===== config.mk =====
export PLATFORM = sky130hd
export DESIGN_NAME = nibble_control_flat
export DESIGN_NICKNAME = d
export VERILOG_FILES = /design/src/rtl/nibble_pkg.sv /design/src/rtl/nibble_control_if.sv /design/src/rtl/nibble_decode.sv /design/src/rtl/nibble_control.sv /design/src/flat_wrapper.sv
export SDC_FILE = /design/constraint.sdc
export NUM_CORES = 1
export LEC_CHECK = 0
export ABC_CLOCK_PERIOD_IN_PS = 2900
export BUFFER_PORTS_ARGS = -buffer_cell sky130_fd_sc_hd__buf_2
export CAP_MARGIN = 20
export CORE_AREA = 2 2 42 44
export CTS_CLUSTER_DIAMETER = 120
export CTS_CLUSTER_SIZE = 24
export DETAILED_ROUTE_END_ITERATION = 7
export DIE_AREA = 0 0 44 46
export PLACE_DENSITY = 0.8
export SETUP_SLACK_MARGIN = 0.05
export SYNTH_ARGS = -nofsm -noshare
export SYNTH_HDL_FRONTEND = slang
export SYNTH_HIERARCHICAL = 1
export SYNTH_SLANG_ARGS = --single-unit
export TNS_END_PERCENT = 50

===== constraint.sdc =====
create_clock -name clk -period 2.9 [get_ports clk]
set_clock_uncertainty 0.15 [all_clocks]
set_input_delay 0.725 -clock clk [delete_from_list [all_inputs] [get_ports clk]]
set_output_delay 0.725 -clock clk [all_outputs]
set_load 0.05 [all_outputs]

===== src/rtl/nibble_pkg.sv =====
// nibble_pkg: shared types for the nibble CPU control block.
// Opcode map, ALU operation codes, sequencer states and the decoded
// control word passed from nibble_decode to nibble_control.
package nibble_pkg;

  typedef enum logic [3:0] {
    OP_JC    = 4'h0,
    OP_JNC   = 4'h1,
    OP_CMPI  = 4'h2,
    OP_CMPM  = 4'h3,
    OP_LIT   = 4'h4,
    OP_IN    = 4'h5,
    OP_LD    = 4'h6,
    OP_ST    = 4'h7,
    OP_JZ    = 4'h8,
    OP_JNZ   = 4'h9,
    OP_ADDI  = 4'hA,
    OP_ADDM  = 4'hB,
    OP_JMP   = 4'hC,
    OP_OUT   = 4'hD,
    OP_NANDI = 4'hE,
    OP_NANDM = 4'hF
  } opcode_e;

  typedef enum logic [1:0] {
    ALU_ADD    = 2'b00,
    ALU_SUB    = 2'b01,
    ALU_NAND   = 2'b10,
    ALU_PASS_B = 2'b11
  } alu_op_e;

  // IDLE is only reachable when NIBBLE_CTRL_RUN_EN is defined.
  typedef enum logic [1:0] {
    ST_FETCH = 2'd0,
    ST_EXEC  = 2'd1,
    ST_IDLE  = 2'd2
  } state_e;

  // Everything the EXEC cycle needs to know about one instruction.
  typedef struct packed {
    alu_op_e alu_op;
    logic    b_sel;      // ALU B from RAM instead of the operand nibble
    logic    acc_we;
    logic    ram_we;
    logic    in_en;
    logic    out_we;
    logic    upd_carry;
    logic    upd_zero;
    logic    two_byte;   // instruction owns the next program byte
    logic    jump;       // jump resolved as taken with the current flags
  } ctrl_t;

  localparam ctrl_t CTRL_NOP = '0;

endpackage


===== src/rtl/nibble_control_if.sv =====
// nibble_control_if: control <-> datapath signal bundle for the nibble CPU.
// master = the control block, slave = the counter/ROM/ALU/RAM/IO side.
// NIBBLE_CTRL_RUN_EN adds the run request and halted status.
interface nibble_control_if;
  logic [3:0]  instr;
  logic [3:0]  oprnd;
  logic [7:0]  program_byte;
  logic        alu_carry;
  logic        alu_zero;
  logic        pc_inc;
  logic        pc_load;
  logic [11:0] pc_addr;
  logic        fetch_en;
  logic [11:0] mem_addr;
  logic [1:0]  alu_op;
  logic        b_sel;
  logic        acc_we;
  logic        ram_we;
  logic        in_en;
  logic        out_we;
  logic        phase;
  logic        carry;
  logic        zero;
`ifdef NIBBLE_CTRL_RUN_EN
  logic        run;
  logic        halted;

  modport master (
    input  instr, oprnd, program_byte, alu_carry, alu_zero, run,
    output pc_inc, pc_load, pc_addr, fetch_en, mem_addr, alu_op, b_sel,
           acc_we, ram_we, in_en, out_we, phase, carry, zero, halted
  );
  modport slave (
    output instr, oprnd, program_byte, alu_carry, alu_zero, run,
    input  pc_inc, pc_load, pc_addr, fetch_en, mem_addr, alu_op, b_sel,
           acc_we, ram_we, in_en, out_we, phase, carry, zero, halted
  );
`else
  modport master (
    input  instr, oprnd, program_byte, alu_carry, alu_zero,
    output pc_inc, pc_load, pc_addr, fetch_en, mem_addr, alu_op, b_sel,
           acc_we, ram_we, in_en, out_we, phase, carry, zero
  );
  modport slave (
    output instr, oprnd, program_byte, alu_carry, alu_zero,
    input  pc_inc, pc_load, pc_addr, fetch_en, mem_addr, alu_op, b_sel,
           acc_we, ram_we, in_en, out_we, phase, carry, zero
  );
`endif
endinterface


===== src/rtl/nibble_decode.sv =====
// nibble_decode: purely combinational opcode + flags -> control word.
// Conditional jumps are resolved here against the flags held before
// the current EXEC cycle.
module nibble_decode
  import nibble_pkg::*;
(
  input  logic [3:0] instr,
  input  logic       carry,
  input  logic       zero,
  output ctrl_t      ctrl
);

  // Map each opcode onto its strobes and jump decision.
  always_comb begin
    // NOTE: assigning a full default first keeps every field driven on every path, so no latch is inferred.
    ctrl = CTRL_NOP;
    unique case (opcode_e'(instr))
      OP_JC:    begin ctrl.two_byte = 1'b1; ctrl.jump = carry; end
      OP_JNC:   begin ctrl.two_byte = 1'b1; ctrl.jump = !carry; end
      OP_CMPI:  begin ctrl.alu_op = ALU_SUB; ctrl.upd_carry = 1'b1; ctrl.upd_zero = 1'b1; end
      OP_CMPM:  begin
        ctrl.alu_op = ALU_SUB; ctrl.b_sel = 1'b1; ctrl.two_byte = 1'b1;
        ctrl.upd_carry = 1'b1; ctrl.upd_zero = 1'b1;
      end
      OP_LIT:   begin ctrl.alu_op = ALU_PASS_B; ctrl.acc_we = 1'b1; end
      OP_IN:    begin ctrl.alu_op = ALU_PASS_B; ctrl.in_en = 1'b1; ctrl.acc_we = 1'b1; end
      OP_LD:    begin
        ctrl.alu_op = ALU_PASS_B; ctrl.b_sel = 1'b1; ctrl.acc_we = 1'b1; ctrl.two_byte = 1'b1;
      end
      OP_ST:    begin ctrl.ram_we = 1'b1; ctrl.two_byte = 1'b1; end
      OP_JZ:    begin ctrl.two_byte = 1'b1; ctrl.jump = zero; end
      OP_JNZ:   begin ctrl.two_byte = 1'b1; ctrl.jump = !zero; end
      OP_ADDI:  begin
        ctrl.alu_op = ALU_ADD; ctrl.acc_we = 1'b1; ctrl.upd_carry = 1'b1; ctrl.upd_zero = 1'b1;
      end
      OP_ADDM:  begin
        ctrl.alu_op = ALU_ADD; ctrl.b_sel = 1'b1; ctrl.acc_we = 1'b1; ctrl.two_byte = 1'b1;
        ctrl.upd_carry = 1'b1; ctrl.upd_zero = 1'b1;
      end
      OP_JMP:   begin ctrl.two_byte = 1'b1; ctrl.jump = 1'b1; end
      OP_OUT:   begin ctrl.out_we = 1'b1; end
      OP_NANDI: begin ctrl.alu_op = ALU_NAND; ctrl.acc_we = 1'b1; ctrl.upd_zero = 1'b1; end
      OP_NANDM: begin
        ctrl.alu_op = ALU_NAND; ctrl.b_sel = 1'b1; ctrl.acc_we = 1'b1; ctrl.two_byte = 1'b1;
        ctrl.upd_zero = 1'b1;
      end
    endcase
  end

endmodule


===== src/rtl/nibble_control.sv =====
// nibble_control: FETCH/EXEC phase sequencer, flag register and strobe
// gating for the nibble CPU. Strobes are forced low in any cycle where
// reset is high, so a reset landing on EXEC never commits a write or a
// PC move. NIBBLE_CTRL_RUN_EN adds run/halted and an IDLE state.
module nibble_control
  import nibble_pkg::*;
(
  input  logic             clk,
  input  logic             reset,
  nibble_control_if.master bus
);

  state_e state_q, state_d;
  logic   carry_q, zero_q;
  ctrl_t  dec;

  logic        pc_inc, pc_load, fetch_en, b_sel, acc_we, ram_we, in_en, out_we;
  logic [1:0]  alu_op;
  logic        run_req;
  state_e      reset_state;

`ifdef NIBBLE_CTRL_RUN_EN
  assign run_req     = bus.run;
  assign reset_state = bus.run ? ST_FETCH : ST_IDLE;
  assign bus.halted  = (state_q == ST_IDLE);
`else
  assign run_req     = 1'b1;
  assign reset_state = ST_FETCH;
`endif

  nibble_decode u_decode (
    .instr (bus.instr),
    .carry (carry_q),
    .zero  (zero_q),
    .ctrl  (dec)
  );

  // Phase register.
  always_ff @(posedge clk) begin
    // NOTE: state registers use non-blocking assignment so every flop samples pre-edge values.
    if (reset) state_q <= reset_state;
    else       state_q <= state_d;
  end

  // Next phase and the strobes for the current phase.
  always_comb begin
    state_d  = state_q;
    pc_inc   = 1'b0;
    pc_load  = 1'b0;
    fetch_en = 1'b0;
    alu_op   = ALU_ADD;
    b_sel    = 1'b0;
    acc_we   = 1'b0;
    ram_we   = 1'b0;
    in_en    = 1'b0;
    out_we   = 1'b0;
    case (state_q)
      ST_FETCH: begin
        state_d = ST_EXEC;
        if (!reset) begin
          fetch_en = 1'b1;
          pc_inc   = 1'b1;
        end
      end
      ST_EXEC: begin
        state_d = run_req ? ST_FETCH : ST_IDLE;
        if (!reset) begin
          alu_op  = dec.alu_op;
          b_sel   = dec.b_sel;
          acc_we  = dec.acc_we;
          ram_we  = dec.ram_we;
          in_en   = dec.in_en;
          out_we  = dec.out_we;
          pc_load = dec.jump;
          pc_inc  = dec.two_byte && !dec.jump;
        end
      end
      ST_IDLE: state_d = run_req ? ST_FETCH : ST_IDLE;
      default: state_d = ST_FETCH;
    endcase
  end

  // Carry/zero capture at the end of flag-setting EXEC cycles.
  always_ff @(posedge clk) begin
    if (reset) begin
      carry_q <= 1'b0;
      zero_q  <= 1'b0;
    end else if (state_q == ST_EXEC) begin
      if (dec.upd_carry) carry_q <= bus.alu_carry;
      if (dec.upd_zero)  zero_q  <= bus.alu_zero;
    end
  end

  assign bus.pc_inc   = pc_inc;
  assign bus.pc_load  = pc_load;
  assign bus.fetch_en = fetch_en;
  assign bus.alu_op   = alu_op;
  assign bus.b_sel    = b_sel;
  assign bus.acc_we   = acc_we;
  assign bus.ram_we   = ram_we;
  assign bus.in_en    = in_en;
  assign bus.out_we   = out_we;
  assign bus.pc_addr  = {bus.oprnd, bus.program_byte};
  assign bus.mem_addr = {bus.oprnd, bus.program_byte};
  assign bus.phase    = (state_q == ST_EXEC);
  assign bus.carry    = carry_q;
  assign bus.zero     = zero_q;

endmodule


===== src/flat_wrapper.sv =====
// flat-port wrapper written by rule: the top's interface ports become plain ports
module nibble_control_flat import nibble_pkg::*;
  (clk, reset, bus_instr, bus_oprnd, bus_program_byte, bus_alu_carry, bus_alu_zero, bus_pc_inc, bus_pc_load, bus_pc_addr, bus_fetch_en, bus_mem_addr, bus_alu_op, bus_b_sel, bus_acc_we, bus_ram_we, bus_in_en, bus_out_we, bus_phase, bus_carry, bus_zero);
  nibble_control_if bus_i ();
  input  logic clk;
  input  logic reset;
  input wire logic [$bits(bus_i.instr)-1:0] bus_instr;
  input wire logic [$bits(bus_i.oprnd)-1:0] bus_oprnd;
  input wire logic [$bits(bus_i.program_byte)-1:0] bus_program_byte;
  input wire logic [$bits(bus_i.alu_carry)-1:0] bus_alu_carry;
  input wire logic [$bits(bus_i.alu_zero)-1:0] bus_alu_zero;
  output wire logic [$bits(bus_i.pc_inc)-1:0] bus_pc_inc;
  output wire logic [$bits(bus_i.pc_load)-1:0] bus_pc_load;
  output wire logic [$bits(bus_i.pc_addr)-1:0] bus_pc_addr;
  output wire logic [$bits(bus_i.fetch_en)-1:0] bus_fetch_en;
  output wire logic [$bits(bus_i.mem_addr)-1:0] bus_mem_addr;
  output wire logic [$bits(bus_i.alu_op)-1:0] bus_alu_op;
  output wire logic [$bits(bus_i.b_sel)-1:0] bus_b_sel;
  output wire logic [$bits(bus_i.acc_we)-1:0] bus_acc_we;
  output wire logic [$bits(bus_i.ram_we)-1:0] bus_ram_we;
  output wire logic [$bits(bus_i.in_en)-1:0] bus_in_en;
  output wire logic [$bits(bus_i.out_we)-1:0] bus_out_we;
  output wire logic [$bits(bus_i.phase)-1:0] bus_phase;
  output wire logic [$bits(bus_i.carry)-1:0] bus_carry;
  output wire logic [$bits(bus_i.zero)-1:0] bus_zero;
  assign bus_i.instr = bus_instr;
  assign bus_i.oprnd = bus_oprnd;
  assign bus_i.program_byte = bus_program_byte;
  assign bus_i.alu_carry = bus_alu_carry;
  assign bus_i.alu_zero = bus_alu_zero;
  assign bus_pc_inc = bus_i.pc_inc;
  assign bus_pc_load = bus_i.pc_load;
  assign bus_pc_addr = bus_i.pc_addr;
  assign bus_fetch_en = bus_i.fetch_en;
  assign bus_mem_addr = bus_i.mem_addr;
  assign bus_alu_op = bus_i.alu_op;
  assign bus_b_sel = bus_i.b_sel;
  assign bus_acc_we = bus_i.acc_we;
  assign bus_ram_we = bus_i.ram_we;
  assign bus_in_en = bus_i.in_en;
  assign bus_out_we = bus_i.out_we;
  assign bus_phase = bus_i.phase;
  assign bus_carry = bus_i.carry;
  assign bus_zero = bus_i.zero;
  nibble_control u_core (.clk(clk), .reset(reset), .bus(bus_i));
endmodule

Word-level counts from Yosys, hierarchy flattened
Cells that the tools add are included.

Mux-type cells: 29. Reduce and logical (&&, ||, !) cells: 16. Equality and inequality tests: 16.

Operators with widths (count): $eq A4 B4 Y1 const B (8); $mux W1 (24); $eq A4 B3 Y1 const B (4); $reduce_or A10 Y1 (1); $eq A4 B2 Y1 const B (2); $reduce_or A4 Y1 (2); $reduce_or A7 Y1 (1); $pmux W2 S3 (1); $reduce_or A6 Y1 (1); $pmux W1 S5 (1); $eq A4 B1 Y1 const B (1); $logic_not A4 Y1 (1); $mux W2 (2); $reduce_and A2 Y1 (2); $reduce_or A2 Y1 (2); $logic_not A1 Y1 (3); $reduce_or A3 Y1 (1); $eq A2 B1 Y1 const B (1); $logic_not A2 Y1 (1); $pmux W1 S2 (1); $logic_and A1 B1 Y1 (1).

Logic and storage cells: 64. Input port bits: 20. Flip-flop bits (word level): 4. Output and inout bits: 37.

Depth between registers and ports, before layout
Gate-level depths: netlist of the first run.

Depth after elaboration: 6. Depth in mapped cells: 6. Depth with buffers taken out: 5.

Modules after synthesis
Netlist of the first run, hierarchy kept.

Modules (own cells, without submodules): nibble_control (cells an instance 47, area each 374.1 sq um, times used 1, sequential area each 60.1 sq um); nibble_decode (cells an instance 31, area each 197.7 sq um, times used 1, sequential area each 0.0 sq um).

Worst setup path before layout of the first run
OpenSTA, ideal clock, no wires.

Path type: input to output. Start: input port bus_instr[3]. End: output port bus_pc_inc. Data required time: 2025 ps. Setup slack: -87 ps. Arrival: 2112 ps. Buffers on the path: 1. Stages on the path: 6. Cells stage by stage: buf_6 and2b_2 o21ai_0 a31oi_1 nand2b_1 a21oi_1.

RTL lines: start, declared (line flat_wrapper.sv:7) `input wire logic [$bits(bus_i.instr)-1:0] bus_instr;`; end, declared (line flat_wrapper.sv:12) `output wire logic [$bits(bus_i.pc_inc)-1:0] bus_pc_inc;`.

==> key figures, run 1 <==
Outcome
  – Status: finished clean

Drt
  – Post-Route WL: 942 microns
  – Routed length per instance: 10.4 microns
  – Vias: 432
  – DRC violations left: 0
  – Antenna viol nets, final: 0
  – Initial DRT Pass Iterations: 2
  – Initial DRC Count: 2
  – Vias/cell: 4.75

Yosys
  – Seq cells post-synth: 3
  – Syn nets: 98
  – Synth cell count leaders: buf_4, and2_1, nor2_1, a21oi_1, nand2_1
  – Post-synth EDFFs: 0
  – Yosys warnings: 6
  – Area leader, netlist: buf_4
  – Yosys cell types: 23
  – Main flop type after synthesis: dfxtp_1
  – Sequential element share of the synthesized area: 10.5%
  – Top-count cell post-synth: buf_4
  – Fraction of registers with async set or reset after synthesis: 0%
  – Avg Cell Area, Syn: 7.33 sq um
  – Area contributors post-synth: buf_4, dfxtp_1, and2_1, buf_6, a21oi_1
  – Synthesized instance count: 78
  – Netlist Area Pre-Place: 572 sq um
  – Yosys top cell area share: 31.5%

STA
  – Tmin final: 2.76 ns
  – Max frequency: 0.362 GHz
  – RSZ-0062 raised after global routing: no
  – Fin. max-slew vios: 0
  – Slew margin rel.: 80.9%
  – Setup TNS: 0 ns
  – Period utilisation layout: 95.3%
  – Final hold vios: 0
  – Setup violators final: 0
  – Slew @ Worst Pin: 0.285 ns

Clock network
  – Hold_buf cts: 0
  – PostCTS Resize Cnt: 0
  – Num CTS Buffers: 3
  – Longest Clk Path Bufs: 2
  – Clock Latency Late Sink: 0.23 ns
  – CTS Root Cell: clkbuf_4
  – CTS Sinks: 3
  – Reg clk slew, reported paths: 0.04 ns
  – Post-CTS setup buffers: 0
  – CTS tree: done
  – H-tree depth: 1

Global routing
  – First-pass GRT wire length: 1370 microns
  – Vias in the first global route: 337
  – GRT Total Usage: 8.70%
  – Largest net degree at the start of global routing: 12
  – Gr ovfl total: 0
  – Antenna violations before repair: 0

Final layout
  – Diodes inserted: 0
  – Share of cells above drive strength 1: 36.5%
  – Storage element area: 60.1 sq um
  – Multi-input logic area: 280 sq um
  – Area Overhead vs Synth: -13.3%
  – Fill cells: 191
  – # nets final: 95

Worst setup path
  – Crit Path Max Fanout: 10
  – Critical Setup Path Class: in -> out
  – CP arrival: 1.89 ns
  – FF-to-FF path depth: 2
  – CP Launch Type: primary input
  – Worst EP required: 2.03 ns
  – Crit end category: primary output

Floorplan
  – Initial Util: 35.4%
  – # IOs: 57
  – Die Height: 46 microns
  – Site Rows: 15
  – Die area: 2020 sq um
  – Die W: 44 microns
  – Core box area: 1610 sq um

Power and ir drop
  – PD cells: 367 nW/um^2
  – Cell Int Power: 0.116 mW
  – Sw Ratio: 36.5%
  – Total power: 0.182 mW
  – Maximum VDD drop: 0.0856 mV
  – Clock share of power: 39.2%
  – Comb power frac: 35.2%
  – LEAKAGE: 0.252 nW
  – Sequential Power Share: 25.6%
  – Sw power: 0.0665 mW

Hold path
  – WHS Path Cells: 1
  – Hold Path Class: reg -> reg

Job
  – Total of max-cap violations: 0

Placement
  – IO buf count: 20
  – GP Congestion: 0.745
  – DP HPWL: 752 microns
[flip-flops by register name, summed over array words and instances (netlist names)]
| signal | count |
|---|---|
| u_core/bus.zero | 1 |
| u_core/state_q | 1 |
| u_core/bus.carry | 1 |
[critical path, stage by stage]
cell,delay [ns]
buf_2,0.15
nand2b_4,0.15
or3_1,0.31
a31oi_1,0.15
nand2b_1,0.14
a21oi_2,0.05
buf_2,0.22
[cell usage in the layout (no fill, tap or decap), drive strengths merged]
master	count
nor2	6
nor3b	1
and2b	1
nand3	3
o21ai	2
inv	2
a21oi	5
o211a	1
buf	20
and2	9
xnor2	1
a21bo	2
a31oi	2
nor2b	1
nand4b	1
nor3	2
nand2b	3
clkbuf	4
or3	1
dfxtp	3
nand2	4
[routing by layer]
| metal | wire, microns | share of wire (%) | global-route usage [%] | vias to the layer above |
|---|---|---|---|---|
| met1 | 407 | 43 | 11.2 | 190 |
| met5 | 0 | 0 | 0 | - |
| met2 | 446 | 47 | 14.4 | 22 |
| met4 | 0 | 0 | 3.03 | 0 |
| li1 | - | - | - | 220 |
| met3 | 88 | 9.3 | 1.59 | 0 |
[kinds of logic (layout without fill, tap and decap cells)]
group           Yosys count  after routing  synth area share (%)
simple gates             32             32                  33.3
buf+inv                  30             26                  41.1
compound gates           12             12                  13.6
flops                     3              3                  10.5
xor+xnor                  1              1                  1.53
[final cells by class]
cell class,count,area share [%]
inverter,2,1.52
timing repair buffer,20,20.2
clock buffer,4,5.30
sequential,3,12.1
multi-input combinational,45,56.6
tap,17,4.29
[per-stage QoR]
stage          utilization, %  std cells  cell area [sq um]  hold WS, ns  worst slack, ns
3_5_place_dp             29.1         87                469        0.388            0.126
4_1_cts                  30.7         91                495        0.397            0.125
3_3_place_gp             29.1         87                469        0.370            0.168
2_1_floorplan               -         78                576        0.642            0.177
6_report                 30.7         91                495        0.403            0.136
5_1_grt                  30.7         91                495        0.427           0.0556
[path summary, 6_finish.rpt]
| path | start | endpoint | slack (ns) |
|---|---|---|---|
| worst min-delay path | u_core/state_q[0] | u_core/state_q[0] | 0.40 |
| worst max-delay path | bus_instr[3] | bus_pc_inc | 0.14 |
| worst min register to register | u_core/state_q[0] | u_core/state_q[0] | 0.40 |
| worst max register to register | u_core/bus.carry | u_core/bus.carry | 1.94 |
[power groups by stage]
stage,logic (mW),registers (mW),clock network (mW)
after floorplan,0.139,0.0520,0
after global placement,0.0633,0.0471,0
after detailed placement,0.0646,0.0474,0
after CTS,0.0648,0.0468,0.0739
after global routing,0.0696,0.0471,0.0777
final,0.0641,0.0466,0.0713
Power figures use the tool's default switching activity.
==> run 2: changes to the inputs <==
--- a/config.mk
+++ b/config.mk
@@ -7,7 +7,6 @@
 export LEC_CHECK = 0
 export ABC_CLOCK_PERIOD_IN_PS = 2900
 export BUFFER_PORTS_ARGS = -buffer_cell sky130_fd_sc_hd__buf_2
-export CAP_MARGIN = 20
 export CORE_AREA = 2 2 42 44
 export CTS_CLUSTER_DIAMETER = 120
 export CTS_CLUSTER_SIZE = 24
==> constraint.sdc (replaced) <==
create_clock -name clk -period 2.9 [get_ports clk]
set_clock_uncertainty 0.15 [all_clocks]
set_input_delay 0.725 -clock clk [delete_from_list [all_inputs] [get_ports clk]]
set_output_delay 0.725 -clock clk [all_outputs]
set_load 0.1 [all_outputs]
==> key figures, run 2 (same netlist as run 1, synthesis figures left out) <==
Final layout
  – Share of cells above drive strength 1: 45.3% (+8.8 points)
  – Area Overhead vs Synth: 15.1%
  – Most frequent cells in the layout: buf_2, buf_12, and2_1
  – # nets final: 96 (+1.1%)
  – Fill cells: 160 (-16%)
  – Commonest non-fill, non-tap cell in the layout: buf_2
  – Diodes inserted: 0 (unchanged)

Job
  – Total of max-cap violations: 0 (unchanged)

Floorplan
  – Die W: 44 microns (unchanged)
  – Site Rows: 15 (unchanged)
  – # IOs: 57 (unchanged)
  – Die Height: 46 microns (unchanged)
  – Die area: 2020 sq um (unchanged)
  – Initial Util: 35.4% (unchanged)
  – Core box area: 1610 sq um (unchanged)

Power and ir drop
  – LEAKAGE: 0.296 nW (+17%)
  – PD cells: 346 nW/um^2 (-5.8%)
  – Total power: 0.228 mW (+25%)
  – Comb power frac: 47.6% (+12 points)
  – Maximum VDD drop: 0.197 mV (+130%)
  – Sequential Power Share: 20.7% (-4.9 points)
  – Clock share of power: 31.7% (-7.5 points)
  – Sw Ratio: 42.1% (+5.6 points)
  – Sw power: 0.0959 mW (+44%)
  – Cell Int Power: 0.132 mW (+14%)

Placement
  – GP Congestion: 0.810 (+8.7%)
  – DP Worst Slack: 0.0985 ns (-0.0275 ns)
  – DP HPWL: 804 microns (+7.0%)
  – IO buf count: 20 (unchanged)

Worst setup path
  – Worst EP required: 2.03 ns (about the same)
  – Critical Setup Path Class: in -> out
  – CP Launch Type: primary input
  – CP arrival: 1.94 ns (+0.05 ns)
  – Crit end category: primary output
  – Crit Path Max Fanout: 3 (-7)

STA
  – Tmin final: 2.81 ns (+0.0483 ns)
  – Period utilisation layout: 97.0% (+1.7 points)
  – Final hold vios: 0 (unchanged)
  – Final worst slack: 0.0873 ns (-0.0483 ns)
  – Setup TNS: 0 ns (unchanged)
  – Slew margin rel.: 67.9% (-13 points)
  – RSZ-0062 raised after global routing: yes
  – Max frequency: 0.356 GHz (-1.7%)
  – Setup violators final: 0 (unchanged)
  – Slew @ Worst Pin: 0.484 ns (+0.199 ns)
  – Fin. max-slew vios: 0 (unchanged)
  – Hold_ws: 0.423 ns (+0.0197 ns)

Drt
  – Routed length per instance: 10.9 microns (+5.7%)
  – DRC violations left: 0 (unchanged)
  – Initial DRT Pass Iterations: 4 (+2)
  – Antenna viol nets, final: 0 (unchanged)
  – Vias: 441 (+2.1%)
  – Vias/cell: 4.79 (+0.97%)
  – Post-Route WL: 1010 microns (+6.9%)
  – Initial DRC Count: 9 (+7)

Global routing
  – GRT Total Usage: 9.68% (+0.98 points)
  – Antenna violations before repair: 0 (unchanged)
  – Vias in the first global route: 372 (+10%)
  – First-pass GRT wire length: 1450 microns (+5.5%)
  – Gr ovfl total: 0 (unchanged)
  – Largest net degree at the start of global routing: 12 (unchanged)

Clock network
  – Clock Latency Late Sink: 0.23 ns (about the same)
  – Reg clk slew, reported paths: 0.04 ns (about the same)
  – Num CTS Buffers: 3 (unchanged)
  – CTS tree: done
  – Longest Clk Path Bufs: 2 (unchanged)
  – CTS Root Cell: clkbuf_4
  – H-tree depth: 1 (unchanged)
  – Hold_buf cts: 0 (unchanged)
  – CTS Sinks: 3 (unchanged)

Outcome
  – Status: finished clean

Hold path
  – Hold Path Class: reg -> reg
-- run 2: final timing paths --
kind,depth (start not counted),endpoint,slack [ns],startpoint
hold / removal,1,u_core/state_q[0],0.42,u_core/state_q[0]
setup / recovery,7,bus_pc_inc,0.09,bus_instr[3]
setup reg to reg,2,u_core/bus.carry,1.86,u_core/state_q[0]
hold reg to reg,1,u_core/state_q[0],0.42,u_core/state_q[0]
-- run 2: cell type report --
cell class | instances | area (sq um) | share of cell area (%)
repair buffers | 21 | 240 | 36.5
well taps | 17 | 21.3 | 3.23
flip-flops and latches | 3 | 61.3 | 9.32
clock buffers | 4 | 26.3 | 3.99
multi-input cells | 45 | 302 | 45.8
inverters | 2 | 7.51 | 1.14
-- run 2: worst max-delay path, cell delays in order --
cell and delay (ns):
buf_12 0.10, nand2b_4 0.13, or3_1 0.36, a31oi_1 0.22, nand2b_4 0.17, a21oi_4 0.06, buf_12 0.17
-- run 2: power groups by stage --
stage / Clock [mW] / Combinational (mW) / Sequential, mW
after floorplan: 0 / 0.225 / 0.0591
after global placement: 0 / 0.100 / 0.0476
after detailed placement: 0 / 0.101 / 0.0477
after CTS: 0.0763 / 0.101 / 0.0471
after global routing: 0.0803 / 0.114 / 0.0474
final: 0.0723 / 0.108 / 0.0471
-- run 2: per-stage QoR --
| step | util, % | area, sq um | instances |
|---|---|---|---|
| global route | 40.8 | 658 | 92 |
| finish | 40.8 | 658 | 92 |
| floorplan | - | 591 | 78 |
| CTS | 38.1 | 616 | 91 |
| global placement | 36.5 | 589 | 87 |
| detailed placement | 36.5 | 589 | 87 |
-- run 2: timing repair --
item / in CTS / in global routing
endpoints found under the setup margin: 0 / 1
buffers inserted: 0 / 1
resized for setup: 0 / 6
-- run 2: routing by layer --
metal | track usage, % | share of wire, % | up-vias
li1 | - | - | 222
met1 | 11.5 | 39 | 190
met2 | 14.1 | 47 | 22
met3 | 2.78 | 11 | 7
met4 | 8.48 | 1.9 | 0
met5 | 0 | 0 | -
==> run 3: changes to the inputs <==
--- a/config.mk
+++ b/config.mk
@@ -13,6 +13,7 @@
 export DETAILED_ROUTE_END_ITERATION = 7
 export DIE_AREA = 0 0 44 46
 export PLACE_DENSITY = 0.8
+export REMOVE_ABC_BUFFERS = 1
 export SETUP_SLACK_MARGIN = 0.05
 export SYNTH_ARGS = -nofsm -noshare
 export SYNTH_HDL_FRONTEND = slang
==> key figures, run 3 (same netlist as run 1, synthesis figures left out) <==
Outcome
  – Status: finished clean

Clock network
  – CTS Sinks: 3 (unchanged)
  – Hold_buf cts: 0 (unchanged)
  – Num CTS Buffers: 3 (unchanged)
  – H-tree depth: 1 (unchanged)
  – Reg clk slew, reported paths: 0.03 ns (about the same)
  – CTS Root Cell: clkbuf_4
  – Clock Latency Late Sink: 0.23 ns (about the same)
  – Longest Clk Path Bufs: 2 (unchanged)
  – CTS tree: done

STA
  – Final hold vios: 0 (unchanged)
  – Fin. max-slew vios: 0 (unchanged)
  – Slew @ Worst Pin: 0.488 ns (+0.00399 ns)
  – Setup violators final: 0 (unchanged)
  – RSZ-0062 raised after global routing: no
  – Hold_ws: 0.401 ns (-0.0224 ns)
  – Period utilisation layout: 97.2% (+0.26 points)
  – Tmin final: 2.82 ns (+0.00748 ns)
  – Max frequency: 0.355 GHz (-0.27%)
  – Final worst slack: 0.0798 ns (-0.00748 ns)
  – Slew margin rel.: 67.7% (-0.26 points)

Final layout
  – # nets final: 95 (-1.0%)
  – Share of cells above drive strength 1: 40.5% (-4.8 points)
  – Commonest non-fill, non-tap cell in the layout: buf_2
  – Diodes inserted: 0 (unchanged)
  – Core Util, Final: 39.4% (-1.4 points)
  – Storage element area: 60.1 sq um (-2.0%)
  – Multi-input logic area: 308 sq um (+2.1%)
  – Fill cells: 177 (+11%)
  – Most frequent cells in the layout: buf_2, and2_1, buf_12, nor2_1
  – Area Overhead vs Synth: 11.2%

Placement
  – DP Worst Slack: 0.110 ns (+0.0118 ns)
  – IO buf count: 20 (unchanged)
  – DP HPWL: 1060 microns (+32%)
  – GP Congestion: 0.680 (-16%)

Floorplan
  – Die W: 44 microns (unchanged)
  – Die area: 2020 sq um (unchanged)
  – Core box area: 1610 sq um (unchanged)
  – Site Rows: 15 (unchanged)
  – Initial Util: 35.4% (unchanged)
  – # IOs: 57 (unchanged)
  – Die Height: 46 microns (unchanged)

Job
  – Total of max-cap violations: 0 (unchanged)

Drt
  – Routed length per instance: 15.3 microns (+40%)
  – DRC violations left: 0 (unchanged)
  – Initial DRC Count: 8 (-1)
  – Vias/cell: 5.32 (+11%)
  – Vias: 484 (+9.8%)
  – Initial DRT Pass Iterations: 4 (unchanged)
  – Post-Route WL: 1390 microns (+38%)
  – Antenna viol nets, final: 0 (unchanged)

Worst setup path
  – Crit end category: primary output
  – CP Launch Type: primary input
  – CP arrival: 1.95 ns (about the same)
  – Worst EP required: 2.03 ns (about the same)
  – Crit Path Max Fanout: 10 (+7)
  – Critical Setup Path Class: in -> out

Hold path
  – Hold Path Class: reg -> reg

Global routing
  – First-pass GRT wire length: 2060 microns (+42%)
  – GRT Total Usage: 14.3% (+4.7 points)
  – Antenna violations before repair: 0 (unchanged)
  – Largest net degree at the start of global routing: 12 (unchanged)
  – Gr ovfl total: 0 (unchanged)
  – Vias in the first global route: 486 (+31%)

Power and ir drop
  – PD cells: 354 nW/um^2 (+2.2%)
  – Maximum VDD drop: 0.158 mV (-20%)
  – LEAKAGE: 0.284 nW (-4.1%)
  – Total power: 0.225 mW (-1.3%)
-- run 3: report_power, final --
group,switching [mW],internal (mW)
Combinational,0.0721,0.0329
Clock,0.0216,0.0516
Sequential,0.00325,0.0434
Total,0.0970,0.128
-- run 3: layer usage --
layer  wire (microns)  global-route usage, %
met1              481                   14.0
met2              637                   17.9
met3              260                   14.7
met4               10                   7.88
met5                0                   11.4
-- run 3: worst max-delay path, stage by stage --
cell and delay, ns:
buf_4 0.14, nand2b_4 0.14, or3_4 0.34, a31oi_4 0.17
nand2b_4 0.15, a21oi_2 0.06, clkbuf_16 0.21
-- run 3: path summary, 6_finish.rpt --
path                                          end               from  slack (ns)  cells after the start
worst max-delay path                   bus_pc_inc       bus_instr[3]        0.08                      7
worst min-delay path            u_core/state_q[0]  u_core/state_q[0]        0.40                      1
worst max register to register   u_core/bus.carry   u_core/bus.carry        1.92                      2
worst min register to register  u_core/state_q[0]  u_core/state_q[0]        0.40                      1
-- run 3: through the flow --
step / TNS [ns] / instance area (sq um) / instances
final: 0 / 636 / 91
after global routing: 0 / 636 / 91
after CTS: 0 / 597 / 91
after detailed placement: 0 / 571 / 87
after global placement: 0 / 571 / 87
after floorplan: -2.10 / 344 / 50
-- run 3: layout make-up --
class,instances,area share [%]
timing repair buffer,20,33.5
clock buffer,4,4.13
sequential,3,9.45
tap,17,3.35
multi-input combinational,45,48.4
inverter,2,1.18
-- run 3: repair_timing --
action	4_1_cts	5_1_grt
hold endpoints to repair	0	0
endpoints found under the setup margin	0	1
resized for setup	0	8
buffers inserted	0	0
